<file path="src/rtl/jk_counter_sched.sv">
// Round-robin scheduler sharing one up-counter among NREQ requesters.
// Exports per-bit J=K toggle enables so an external JK chain can mirror count.
module jk_counter_sched #(
    parameter int NREQ  = 4,
    parameter int WIDTH = 4
) (
    input  logic                    clk,
    input  logic                    reset,
    input  logic [NREQ-1:0]         req,
    input  logic [NREQ*WIDTH-1:0]   limit,
    input  logic                    abort,
    output logic [NREQ-1:0]         grant,
    output logic                    busy,
    output logic [WIDTH-1:0]        count,
    output logic [WIDTH-1:0]        toggle,
    output logic [NREQ-1:0]         done
);

    localparam int IW = (NREQ > 1) ? $clog2(NREQ) : 1;

    typedef enum logic [1:0] {IDLE, GRANT, COUNT, DONE} state_t;

    state_t          state, state_nxt;
    logic [IW-1:0]   owner, owner_nxt;
    logic [IW-1:0]   rr, rr_nxt;
    logic [IW-1:0]   win;
    logic            win_vld;
    logic [WIDTH-1:0] lim, lim_nxt;
    logic [WIDTH-1:0] count_nxt;
    logic            cancel;
    logic            carry;
    int              idx;

    function automatic logic [IW-1:0] next_idx(input logic [IW-1:0] i);
        next_idx = (int'(i) == NREQ - 1) ? '0 : i + 1'b1;
    endfunction

    // Search upward from the rr pointer, wrapping modulo NREQ
    always_comb begin
        win     = '0;
        win_vld = 1'b0;
        idx     = 0;
        for (int k = 0; k < NREQ; k++) begin
            idx = int'(rr) + k;
            if (idx >= NREQ) idx = idx - NREQ;
            if (!win_vld && req[IW'(idx)]) begin
                win     = IW'(idx);
                win_vld = 1'b1;
            end
        end
    end

    assign cancel = abort || !req[owner];

    always_comb begin
        state_nxt = state;
        owner_nxt = owner;
        rr_nxt    = rr;
        lim_nxt   = lim;
        count_nxt = count;
        case (state)
            IDLE: begin
                if (win_vld) begin
                    state_nxt = GRANT;
                    owner_nxt = win;
                    lim_nxt   = limit[int'(win)*WIDTH +: WIDTH];
                end
            end
            GRANT: begin
                count_nxt = '0;
                if (cancel) begin
                    state_nxt = IDLE;
                    rr_nxt    = next_idx(owner);
                end else begin
                    state_nxt = COUNT;
                end
            end
            COUNT: begin
                // Cancellation wins over reaching the terminal value
                if (cancel) begin
                    state_nxt = IDLE;
                    count_nxt = '0;
                    rr_nxt    = next_idx(owner);
                end else if (count == lim) begin
                    state_nxt = DONE;
                end else begin
                    count_nxt = count + 1'b1;
                end
            end
            DONE: begin
                state_nxt = IDLE;
                rr_nxt    = next_idx(owner);
            end
            default: state_nxt = IDLE;
        endcase
    end

    always_ff @(posedge clk or posedge reset) begin
        if (reset) begin
            state <= IDLE;
            owner <= '0;
            rr    <= '0;
            lim   <= '0;
            count <= '0;
        end else begin
            state <= state_nxt;
            owner <= owner_nxt;
            rr    <= rr_nxt;
            lim   <= lim_nxt;
            count <= count_nxt;
        end
    end

    // Bit i toggles when all lower bits are 1, matching a JK ripple-free up-counter
    always_comb begin
        grant  = '0;
        done   = '0;
        toggle = '0;
        carry  = 1'b1;
        busy   = (state != IDLE);
        if (state != IDLE) grant[owner] = 1'b1;
        if (state == DONE) done[owner] = 1'b1;
        if (state == COUNT && count != lim) begin
            for (int i = 0; i < WIDTH; i++) begin
                toggle[i] = carry;
                carry     = carry & count[i];
            end
        end
    end

endmodule

</file>
<file path="config.mk">
export PLATFORM = sky130hd
export DESIGN_NAME = jk_counter_sched
export DESIGN_NICKNAME = d
export VERILOG_FILES = /design/src/rtl/jk_counter_sched.sv
export SDC_FILE = /design/constraint.sdc
export NUM_CORES = 1
export LEC_CHECK = 0
export BUFFER_PORTS_ARGS = -buffer_cell sky130_fd_sc_hd__buf_2
export CORE_AREA = 8 8 57 59
export CTS_CLUSTER_DIAMETER = 150
export CTS_CLUSTER_SIZE = 20
export DETAILED_ROUTE_END_ITERATION = 7
export DIE_AREA = 0 0 65 67
export PLACE_DENSITY = 0.84
export SLEW_MARGIN = 5
export SYNTH_ARGS = -nofsm -noshare
export SYNTH_HDL_FRONTEND = slang
export SYNTH_SLANG_ARGS = --single-unit
</file>
<file path="constraint.sdc">
create_clock -name clk -period 2.1 [get_ports clk]
set_input_delay 0.105 -clock clk [delete_from_list [all_inputs] [get_ports clk]]
set_output_delay 0.105 -clock clk [all_outputs]
set_load 0.01 [all_outputs]
</file>
==> flow_metrics.py, run 1 <==
metrics = {
    "timing": {
        "final.period_utilization": 0.9389,
        "finalHoldViolCount": 0,
        "clock_skew_ns": 0.006077,
        "fmaxAchievable_mhz": 507.2,
        "drv_slew": 0,
        "maxSlewHeadroom": 0.5772,
        "setup_slack_ns": 0.1283,
        "holdWs_ns": 0.1374,
        "tns_ns": 0,
        "setup_violations": 0,
        "worst_pin_slew_ns": 0.6284,
        "fin_crit_ns": 1.972,
        "rsz0062_at_grt": "no",
    },
    "synth": {
        "synthCells": 113,
        "synth_area_um2": 1079,
        "ys_ff_latch": 14,
        "synth.area.top_cells": "dfrtp_1 32%, ha_1 13%, mux2i_1 7.4%, a21oi_1 4.2%, xor2_1 4.1%",
        "yosys.area.top_type_share": 0.3248,
        "yosysSeqAreaShare": 0.3248,
        "synthesis.nets": 147,
        "synth.avg_cell_area_um2": 9.545,
        "synth_warnings": 0,
        "yosys.area.top_type": "dfrtp_1",
        "synthDistinctLibCells": 31,
    },
    "status": {
        "status": "completed",
    },
    "global_routing": {
        "grt_pass1_wl_um": 4547,
        "antenna_found_initial": 0,
        "overflow": 0,
        "grt_pass1_vias": 1081,
        "grt_max_degree": 15,
        "gr-usage-all-layers": 0.1309,
    },
    "placement": {
        "gp_congestion": 0.8555,
        "io_buffers": 39,
        "dp_cells": 183,
        "post-place-ws_ns": 0.3271,
        "placed_area_um2": 1321,
        "post-dp-hpwl_um": 2306,
    },
    "hold_path": {
        "hp-class": "in -> reg",
    },
    "clock_network": {
        "h-tree-depth": 1,
        "cts_tree": "yes",
        "cts_root_buf": "clkbuf_4",
        "cts_setup_buffers": 0,
        "clk_pin_slew_ns": 0.09,
        "cts_buffers": 3,
        "insertion_delay_ns": 0.29,
        "cts.sinks": 14,
        "cts_buffer_depth": 2,
    },
    "floorplan": {
        "die-width_um": 65,
        "die_y_um": 67,
        "core_area_um2": 2365,
        "num_rows": 18,
        "dieArea_um2": 4355,
        "io_pins": 40,
        "start_util": 0.4561,
    },
    "drt": {
        "wl_per_cell_um": 14.93,
        "postRouteAntennaNets": 0,
        "drtPass1Iterations": 4,
        "via_per_inst": 5.420,
        "drcViolationCount": 0,
        "num_vias": 1019,
        "drt-initial-drc-count": 35,
        "routed_wl_um": 2806,
    },
    "cells_and_area": {
        "area_growth_pct": 26.80,
        "final_cells": 188,
        "diodes": 0,
        "stdcell_area_um2": 1368,
        "drive_above_1_share": 0.3418,
        "nNetsFinal": 193,
        "fin_util": 0.5783,
    },
    "worst_setup_path": {
        "start_kind": "flip-flop",
        "cp_top_family": "compound AO/OA/AOI/OAI gates",
        "slowest_delay_ns": 0.49,
        "slowest_stage": "o41ai_4",
        "path_class": "reg -> out",
        "worstPathMaxFanout": 7,
        "cp-end-kind": "primary output",
        "worstPathArrival_ns": 1.87,
        "worst-path-buf-inv": 2,
        "required_ns": 2.00,
        "cp_cell_sequence": "xor2_1 > o41ai_4 > inv_2 > and2_2 > buf_2",
    },
    "power": {
        "powerDensity_nw_per_um2": 1108,
        "peakVddDrop_mv": 0.6758,
        "leakagePower_nw": 0.7422,
        "fin_total_pwr_mw": 1.515,
    },
    "job": {
        "drv_cap": 0,
    },
}
power by group:
| part | internal [mW] | leakage [nW] | switching, mW |
|---|---|---|---|
| registers | 0.368 | 0.179 | 0.0917 |
| logic | 0.366 | 0.542 | 0.490 |
| clock network | 0.106 | 0.0210 | 0.0937 |
| total | 0.839 | 0.742 | 0.676 |
kinds of logic (layout without fill, tap and decap cells):
logic type                 Yosys count  count (layout)  share of synthesized area
xor gates and xnor gates             5               5                    0.04060
muxes                               10              10                     0.1056
adders and majority gates           11              11                     0.1276
buffers and inverters               11              56                    0.03943
AOI/OAI and AO/OA                   26              26                     0.1787
DFF                                 14              14                     0.3248
and+or+nand+nor                     36              36                     0.1833
final timing paths:
kind,start,to,slack [ns],cells after the start
min in group asynchronous,reset,rr[1],0.39,3
min,abort,state[1],0.14,4
max,count[2],toggle[1],0.13,5
min reg2reg,lim[2],lim[2],0.52,2
max reg2reg,owner[0],rr[1],0.31,4
max in group asynchronous,reset,lim[0],1.34,3
what timing repair did:
action                                  CTS  global route
hold buffers                              1             0
endpoints found under the hold margin    14             0
resized for setup                         0             0
endpoints found under the setup margin    0             0
synthesized netlist by cell type, drive strengths merged:
| cell type | n |
|---|---|
| dfrtp | 14 |
| ha | 11 |
| nand2 | 11 |
| a21oi | 10 |
| inv | 10 |
| and2 | 8 |
| mux2i | 8 |
| nor2 | 5 |
| nor2b | 5 |
| o21ai | 5 |
| xor2 | 5 |
| nand2b | 4 |
| o221ai | 4 |
| a32o | 2 |
| a221oi | 1 |
| a22o | 1 |
| buf | 1 |
| mux2 | 1 |
| mux4 | 1 |
| nand3 | 1 |
| nand4 | 1 |
| nor4 | 1 |
| o21bai | 1 |
| o22ai | 1 |
| o41ai | 1 |
placed cells by master (no fill, tap or decap), types with 2 or more instances in the layout:
| master | Yosys | layout |
|---|---|---|
| buf_2 | 1 | 39 |
| xor2_1 | 5 | 5 |
| clkbuf_4 | 0 | 3 |
| buf_4 | 0 | 2 |
| a32o_1 | 2 | 2 |
| o21ai_0 | 4 | 4 |
| o221ai_1 | 4 | 4 |
| nand2_1 | 11 | 11 |
| nor2_1 | 5 | 5 |
| dfrtp_1 | 14 | 14 |
| a21oi_1 | 9 | 9 |
| ha_1 | 11 | 11 |
| and2_2 | 3 | 3 |
| mux2i_1 | 8 | 8 |
| and2_1 | 4 | 4 |
| nor2b_1 | 4 | 4 |
| nand2b_1 | 4 | 4 |
| inv_1 | 9 | 9 |
worst reg2reg max path: cells and delay by family, from the launching register on:
family	cells	cell delay (ns)
simple gates	1	0.16
flops	1	0.44
mux	2	0.88
compound gates	1	0.20
layer usage:
layer / vias to the layer above / wire [µm] / track usage / part of all wire
li1: 486 / - / - / -
met1: 484 / 1044 / 0.1298 / 0.37
met2: 44 / 1436 / 0.2460 / 0.51
met3: 5 / 294 / 0.04530 / 0.10
met4: 0 / 31 / 0.04905 / 0.011
met5: - / 0 / 0 / 0
flip-flops by register name (all words and copies together) (netlist names):
register and flops:
lim 4, state 2, rr 2, owner 2, count 4
area by class of cell:
cell class | instances | area [µm²]
clock buffer | 4 | 36.28
tap | 30 | 37.54
inverter | 10 | 37.54
sequential | 14 | 350.3
fill | 218 | 997.2
multi-input combinational | 88 | 685.7
timing repair buffer | 42 | 220.2
Note: power is estimated with default switching activity, not from simulation.
==> run 2, diff against run 1 <==
Settings changed: CORE_AREA 8 8 57 59 to 8 8 55 57, CTS_BUF_LIST set to sky130_fd_sc_hd__clkbuf_2, DIE_AREA 0 0 65 67 to 0 0 63 65, PLACE_DENSITY 0.84 to 0.9, SLEW_MARGIN 5 to not set.
==> flow_metrics.py, run 2 (synthesis gave the netlist of run 1 again) <==
metrics = {
    "timing": {
        "drv_slew": 0,
        "fmaxAchievable_mhz": 513.9,
        "maxSlewHeadroom": 0.5968,
        "finalHoldViolCount": 0,
        "rsz0062_at_grt": "no",
        "worst_pin_slew_ns": 0.5993,
        "fin_crit_ns": 1.946,
        "clock_skew_ns": 0.004549,
        "final.period_utilization": 0.9265,
        "tns_ns": 0,
        "setup_violations": 0,
    },
    "worst_setup_path": {
        "worstPathArrival_ns": 1.84,
        "cp-startpoint": "count[1]",
        "worstPathMaxFanout": 7,
        "start_kind": "flip-flop",
        "path_class": "reg -> out",
        "cp-end-kind": "primary output",
        "cp_top_family": "flip-flops",
        "required_ns": 2.00,
        "slowest_delay_ns": 0.47,
        "worst-path-buf-inv": 2,
        "cp_cell_sequence": "xor2_1 > o41ai_4 > inv_2 > and2_2 > buf_2",
        "r2r-start": "owner[0]",
        "slowest_stage": "dfrtp_1",
    },
    "global_routing": {
        "gr-usage-all-layers": 0.1371,
        "grt_pass1_wl_um": 4671,
        "overflow": 0,
        "grt_max_degree": 15,
        "grt_pass1_vias": 1065,
        "antenna_found_initial": 0,
    },
    "drt": {
        "postRouteAntennaNets": 0,
        "routed_wl_um": 2766,
        "num_vias": 969,
        "drtPass1Iterations": 4,
        "drt-initial-drc-count": 29,
        "via_per_inst": 5.210,
        "wl_per_cell_um": 14.87,
        "drcViolationCount": 0,
    },
    "power": {
        "swShare": 0.4650,
        "peakVddDrop_mv": 0.6427,
        "p_sw_mw": 0.6622,
        "pwr-share-clk": 0.098,
        "pwr-share-seq": 0.322,
        "powerDensity_nw_per_um2": 1057,
        "p_int_mw": 0.7619,
        "leakagePower_nw": 0.7346,
        "combPwrFrac": 0.580,
    },
    "cells_and_area": {
        "stdcell_area_um2": 1348,
        "area_growth_pct": 24.94,
        "nNetsFinal": 193,
        "drive_above_1_share": 0.3354,
        "seq_area_um2": 350.3,
        "final_cell_mix": "39 x buf_2, 14 x dfrtp_1, 11 x nand2_1, 11 x ha_1",
        "layout_commonest_cell": "buf_2",
        "largest_registers": "count (4), lim (4)",
        "diodes": 0,
        "num-fill-cells": 182,
        "multi_input_area_um2": 685.7,
    },
    "clock_network": {
        "insertion_delay_ns": 0.29,
        "cts_root_buf": "clkbuf_2",
        "cts_buffers": 3,
        "cts_tree": "yes",
        "cts.sinks": 14,
        "cts_resized": 0,
        "clk_pin_slew_ns": 0.15,
        "h-tree-depth": 1,
        "cts_buffer_depth": 2,
    },
    "job": {
        "drv_cap": 0,
    },
    "placement": {
        "io_buffers": 39,
        "gp_congestion": 0.9305,
        "placed_area_um2": 1311,
        "post-dp-hpwl_um": 2236,
    },
    "floorplan": {
        "core_area_um2": 2148,
        "start_util": 0.5020,
        "num_rows": 17,
        "die-width_um": 63,
        "dieArea_um2": 4095,
        "die_y_um": 65,
        "io_pins": 40,
    },
    "hold_path": {
        "hold_start": "abort",
        "hp-class": "in -> reg",
    },
    "status": {
        "status": "completed",
    },
}
run 2: layout make-up:
| class | count | area share |
|---|---|---|
| tap | 28 | 0.02600 |
| inverter | 10 | 0.02786 |
| timing repair buffer | 42 | 0.1634 |
| sequential | 14 | 0.2600 |
| multi-input combinational | 88 | 0.5088 |
| clock inverter | 1 | 0.002786 |
| clock buffer | 3 | 0.01114 |
run 2: power by group through the flow:
stage	Clock, mW	Combinational (mW)	Sequential [mW]
CTS	0.140	0.822	0.460
floorplan	0	0.604	0.441
global route	0.159	0.920	0.477
finish	0.140	0.826	0.459
detailed placement	0	0.810	0.467
global placement	0	0.779	0.458
run 2: what timing repair did:
| item | 4_1_cts | 5_1_grt |
|---|---|---|
| endpoints found under the hold margin | 14 | 0 |
| endpoints found under the setup margin | 0 | 3 |
| setup buffers | 0 | 1 |
| hold buffers | 1 | 0 |
run 2: metrics by stage:
stage                     hold slack, ns  utilization  cells  power (mW)  setup WS, ns
final                             0.1071       0.6273    186       1.424        0.1543
after detailed placement          0.1820       0.6104    180       1.278        0.3767
after global placement            0.1612       0.6104    180       1.237        0.4156
after floorplan                -0.005781            -    113       1.045        0.4276
after global routing              0.1185       0.6273    186       1.555       0.03681
after CTS                         0.1127       0.6238    185       1.422        0.1071
run 2: worst paths after layout:
kind                             endpoint  slack (ns)  cells after the start
min in group asynchronous        count[0]        0.38                      3
worst min register to register     lim[3]        0.55                      2
max in group asynchronous          lim[3]        1.36                      3
worst max-delay path            toggle[2]        0.15                      5
worst min-delay path             state[1]        0.11                      4
worst max register to register      rr[1]        0.35                      4
run 2: per-layer routing:
metal / vias up / track usage / share of wire
met2: 23 / 0.2574 / 0.54
met3: 4 / 0.03952 / 0.053
met4: 0 / 0.04843 / 0.012
met1: 456 / 0.1420 / 0.40
li1: 486 / - / -
met5: - / 0 / 0
run 2: worst min-delay path, cell delays in order:
cell and delay (ns):
buf_2 0.10, nor2b_4 0.05, nand3_1 0.06, o21bai_1 0.06
